<file path="src/rtl/rr_mux_if.sv">
// Handshake bundle between N requesters, the merge register and the downstream sink.
// The slave view belongs to the merger; the master view drives requests and out_ready.
interface rr_mux_if #(
   parameter int N = 4,
   parameter int W = 8
);
   localparam int S = (N > 1) ? $clog2(N) : 1;

   logic [N-1:0]   in_valid;
   logic [N*W-1:0] in_data;
   logic [N-1:0]   in_ready;
   logic           out_valid;
   logic [W-1:0]   out_data;
   logic [S-1:0]   out_sel;
   logic           out_ready;

   modport slave (
      input  in_valid, in_data, out_ready,
      output in_ready, out_valid, out_data, out_sel
   );

   modport master (
      output in_valid, in_data, out_ready,
      input  in_ready, out_valid, out_data, out_sel
   );
endinterface

</file>
<file path="src/rtl/rr_mux.sv">
// Round-robin merge of N valid/ready request streams into one registered output word.
// The channel after the last granted one holds top priority for the next grant.
module rr_mux #(
   parameter int N = 4,
   parameter int W = 8
) (
   input logic     clk,
   input logic     rstn,
   input logic     en,
   rr_mux_if.slave bus
);
   localparam int S = (N > 1) ? $clog2(N) : 1;

   logic         r_vld_p1;
   logic [W-1:0] r_data_p1;
   logic [S-1:0] r_sel_p1;
   logic [S-1:0] r_ptr;

   logic         w_load;
   logic         w_found;
   logic         w_xfer;
   logic [S-1:0] w_idx;
   logic [S-1:0] w_gidx;
   logic [S-1:0] w_ptr_nxt;
   logic [N-1:0] w_grant;
   logic [W-1:0] w_data;

   function automatic logic [S-1:0] f_wrap_inc(input logic [S-1:0] idx);
      if (int'(idx) >= N - 1) return '0;
      return idx + 1'b1;
   endfunction

   // rstn gating keeps in_ready silent while reset is held, even with an empty register.
   assign w_load = rstn & en & (~r_vld_p1 | bus.out_ready);

   always_comb begin
      w_found = 1'b0;
      w_gidx  = '0;
      w_idx   = r_ptr;
      for (int k = 0; k < N; k++) begin
         if (!w_found && bus.in_valid[w_idx]) begin
            w_found = 1'b1;
            w_gidx  = w_idx;
         end
         w_idx = f_wrap_inc(w_idx);
      end
   end

   assign w_xfer    = w_load & w_found;
   assign w_ptr_nxt = f_wrap_inc(w_gidx);

   always_comb begin
      w_grant = '0;
      if (w_xfer) w_grant[w_gidx] = 1'b1;
   end

   always_comb begin
      w_data = '0;
      for (int i = 0; i < N; i++) begin
         if (w_gidx == S'(i)) w_data = bus.in_data[i*W +: W];
      end
   end

   // Stage p0 -> p1: single-entry output register, refilled in the same cycle it drains.
   always_ff @(posedge clk or negedge rstn) begin
      if (!rstn) begin
         r_vld_p1  <= 1'b0;
         r_data_p1 <= '0;
         r_sel_p1  <= '0;
         r_ptr     <= '0;
      end else if (w_xfer) begin
         r_vld_p1  <= 1'b1;
         r_data_p1 <= w_data;
         r_sel_p1  <= w_gidx;
         r_ptr     <= w_ptr_nxt;
      end else if (bus.out_ready) begin
         r_vld_p1  <= 1'b0;
      end
   end

   assign bus.in_ready  = w_grant;
   assign bus.out_valid = r_vld_p1;
   assign bus.out_data  = r_data_p1;
   assign bus.out_sel   = r_sel_p1;
endmodule

</file>
<file path="src/flat_wrapper.sv">
// flat-port wrapper written by rule: the top's interface ports become plain ports
module rr_mux_flat 
#(
   parameter int N = 4,
   parameter int W = 8
)
  (clk, rstn, en, bus_in_valid, bus_in_data, bus_out_ready, bus_in_ready, bus_out_valid, bus_out_data, bus_out_sel);
  rr_mux_if #(.N(N), .W(W)) bus_i ();
  input logic clk;
  input logic rstn;
  input logic en;
  input wire logic [$bits(bus_i.in_valid)-1:0] bus_in_valid;
  input wire logic [$bits(bus_i.in_data)-1:0] bus_in_data;
  input wire logic [$bits(bus_i.out_ready)-1:0] bus_out_ready;
  output wire logic [$bits(bus_i.in_ready)-1:0] bus_in_ready;
  output wire logic [$bits(bus_i.out_valid)-1:0] bus_out_valid;
  output wire logic [$bits(bus_i.out_data)-1:0] bus_out_data;
  output wire logic [$bits(bus_i.out_sel)-1:0] bus_out_sel;
  assign bus_i.in_valid = bus_in_valid;
  assign bus_i.in_data = bus_in_data;
  assign bus_i.out_ready = bus_out_ready;
  assign bus_in_ready = bus_i.in_ready;
  assign bus_out_valid = bus_i.out_valid;
  assign bus_out_data = bus_i.out_data;
  assign bus_out_sel = bus_i.out_sel;
  rr_mux #(.N(N), .W(W)) u_core (.clk(clk), .rstn(rstn), .en(en), .bus(bus_i));
endmodule
</file>
<file path="config.mk">
export PLATFORM = sky130hd
export DESIGN_NAME = rr_mux_flat
export DESIGN_NICKNAME = d
export VERILOG_FILES = /design/src/rtl/rr_mux_if.sv /design/src/rtl/rr_mux.sv /design/src/flat_wrapper.sv
export SDC_FILE = /design/constraint.sdc
export NUM_CORES = 1
export LEC_CHECK = 0
export ABC_AREA = 0
export CAP_MARGIN = 20
export CELL_PAD_IN_SITES_DETAIL_PLACEMENT = 0
export CELL_PAD_IN_SITES_GLOBAL_PLACEMENT = 1
export CORE_MARGIN = 8
export CORE_UTILIZATION = 31
export DETAILED_ROUTE_END_ITERATION = 7
export HOLD_SLACK_MARGIN = 0.12
export PLACE_DENSITY = 0.87
export SYNTH_ARGS = -nofsm -noshare
export SYNTH_HDL_FRONTEND = slang
export SYNTH_SLANG_ARGS = --single-unit
</file>
<file path="constraint.sdc">
create_clock -name clk -period 8.2 [get_ports clk]
set_clock_uncertainty 0.15 [all_clocks]
set_input_delay 1.23 -clock clk [delete_from_list [all_inputs] [get_ports clk]]
set_output_delay 1.23 -clock clk [all_outputs]
set_load 0.03 [all_outputs]
</file>
==> metrics.md <==
| Metric | Value |
|---|---|
| CTS tree | built |
| First-pass GRT wire length | 5609 um |
| Hold-fix buffers, CTS | 0 |
| Sequential fraction of the synthesis area | 0.2720 |
| Top-Level Pins | 55 |
| Worst endpoint required time | 6820 ps |
| WL/cell | 14.70 um |
| Total CTS buffers | 3 |
| Register-to-Register Path Depth | 12 |
| GR Util met2 | 0.1715 |
| Peak Freq | between 0.15 and 0.2 GHz |
| Syn_area_per_cell | 8.365 sq um |
| Yosys top cell area share | 0.2720 |
| Grt peak-use layer | met2 |
| Layout Nets | 237 |
| Fin crit period | 5797 ps |
| Port bufs | 54 |
| Area of the multi-input gates | 765.7 sq um |
| Largest family of logic cells by synthesized area | compound AO/OA/AOI/OAI gates |
| Resize count post-CTS | 0 |
| Total setup buffers inserted after CTS | 0 |
| Area Growth Syn to Fin | 48.01% |
| ANT cells | 0 |
| CP Launch Type | primary input |
| EDFF count, synth | 0 |
| Total vias in the final route | 1246 |
| Top fanout value on the critical path | 18 |
| Fillcell total | 380 |
| Synthesis-stage register bit count | 13 |
| Drt pass-1 iters | 4 |
| DR vias/cell | 5.213 |
| Worst Tran Pin Value | 918.7 ps |
| DIE AREA | just over 6000 sq um |
| Cell count after synthesis | 143 |
| Asr flop ratio synth | 1.000 |
| Unique masters post-synth | 40 |
| Vias in the first global route | 1264 |
| Fin. Hold Viols | 0 |
| RSZ-0062 raised after global routing | no |
| Clk slew on worst S/H paths | 50 ps |
| Post-Synth Simple-Gate Area | 0.2249 |
| Clk_lat worst skew | roughly 240 ps |
| Mapped cell area | 1196 sq um |
| Area contributors post-synth | dfrtp_1, a21oi_1, nor2b_1 |
| Grt met3 use | 0.03531 |
| Synth Area in Adders | 0.05230 |
| Total Wirelength | 3513 um |
| Starting Density | 0.3243 |
| Share of cells above drive strength 1 | 0.06806 |
| DRT iter0 DRCs | 85 |
| Yosys top cell by area | dfrtp_1 |
| CTS root buf | clkbuf_8 |
| DP Area | ~1700 sq um |
| Maximum vdd drop | 0.2115 mV |
| FF+latch area | approximately 330 sq um |
| Net Count, Synth | ~190 |
| Hold slack | around 360 ps |
| Leakage | 0.7193 nW |
| WHS Path Cells | 1 |
| GRT Residual Overflow | 0 |
| Worst Path Arrival | 4420 ps |
| Syn. warnings | 0 |
| DP HPWL | about 2900 um |
| Rel. slew slack | 0.3876 |
| Die width | 78.12 um |
| Worst Hold Class | register to register |
| Synth Area in Compound Gates | 0.2762 |
| Initial antenna violation count | 0 |
| FP Rows | 22 |
| Cell Pwr Density | just under 500 nW/um^2 |
| Cell area after layout | approximately 1800 sq um |
| # DRC | 0 |
| Maxcap violations | 0 |
| Die H | about 80 um |
| CP Capture Type | output port |
| Largest net degree at the start of global routing | 28 |
| GRT Resource Usage Total | 0.1094 |
| Post-Synth XOR/XNOR Area | 0.007322 |
| Ys flop type | dfrtp_1 |
| Tcrit/Tclk final | 0.7070 |
| Synth cell count leaders | a21oi_1, dfrtp_1, nor2_1, nor2b_1, inv_1 |
| H-tree Lvls | 1 |
| GP Congestion | around 0.8 |
| Core ar. | about 3700 sq um |
| Met1 Track Usage GR | 0.1308 |
| Multiplexer share of the synthesized area | 0.07950 |
| Final setup viols | 0 |
| Status | complete, no violations |
| Slew Viols, Final | 0 |
| Critical path class | primary input to output port |
| Antenna Violating Nets Remaining | 0 |
| Fin Setup TNS | 0 ps |
| Count leader, synth | a21oi_1 |
| Clock Sinks | 13 |
| Clk buf depth | 2 |
power breakdown:
group	total (mW)	switching (mW)	internal, mW
clock network	0.0552	0.0210	0.0342
registers	0.128	0.0318	0.0959
logic	0.669	0.379	0.290
layout make-up:
| class | count | area share |
|---|---|---|
| tap | 48 | 0.03392 |
| sequential | 13 | 0.1837 |
| timing repair buffer | 54 | 0.3053 |
| multi-input combinational | 111 | 0.4325 |
| clock buffer | 4 | 0.02544 |
| inverter | 9 | 0.01908 |
cell families after synthesis:
kind of cell               after synthesis
buffers and inverters                   19
adders and majority gates                5
muxes                                    8
AOI/OAI and AO/OA                       48
and+or+nand+nor                         49
DFF                                     13
xor gates and xnor gates                 1
worst max-delay path, stage by stage:
cell	delay [ps]
clkdlybuf4s50_1	600
mux2i_1	150
mux2_2	310
and3_1	180
a32o_1	200
o32ai_1	260
ha_1	580
and2_1	220
clkdlybuf4s50_1	670
sequential cells by signal (all words and copies together), names as in the netlist:
name	cells
u_core.bus.out_data	8
u_core.bus.out_sel	2
u_core.r_ptr	2
u_core.bus.out_valid	1
final timing paths:
| kind | start | to | slack (ps) |
|---|---|---|---|
| max | bus_in_valid[0] | bus_in_ready[3] | 2400 |
| min | u_core.bus.out_valid | u_core.bus.out_valid | 360 |
| max reg2reg | u_core.r_ptr[0] | u_core.bus.out_data[4] | 4140 |
| min reg2reg | u_core.bus.out_valid | u_core.bus.out_valid | 360 |
| max in group asynchronous | rstn | u_core.r_ptr[1] | 6300 |
| min in group asynchronous | rstn | u_core.bus.out_data[7] | 1220 |
per-stage QoR:
step | util | worst slack, ps | power, mW | instances
floorplan | - | 3518 | 0.6229 | 143
global placement | 0.4678 | 2513 | 0.7847 | 235
detailed placement | 0.4678 | 2441 | 0.7936 | 235
CTS | 0.4800 | 2420 | 0.8563 | 239
global route | 0.4800 | 2142 | 0.9336 | 239
finish | 0.4800 | 2403 | 0.8524 | 239
layer usage:
| metal | up-vias | wire [um] |
|---|---|---|
| li1 | 613 | - |
| met1 | 576 | 1546 |
| met2 | 51 | 1615 |
| met3 | 6 | 283 |
| met4 | 0 | 66 |
| met5 | - | 0 |
layout by cell type (no fill, tap or decap), drive strengths merged, types with 2 or more instances in the layout:
cell type	synthesis	layout
o21ai	6	6
mux2i	5	5
a221oi	8	8
mux2	3	3
nor2	12	12
and2	4	4
inv	9	9
ha	5	5
clkbuf	5	4
dfrtp	13	13
a21oi	20	20
nor3	8	8
a31oi	3	3
clkdlybuf4s50	0	54
a21o	2	2
nand2	5	5
nor2b	12	12
(Power assumes the default switching activity.)
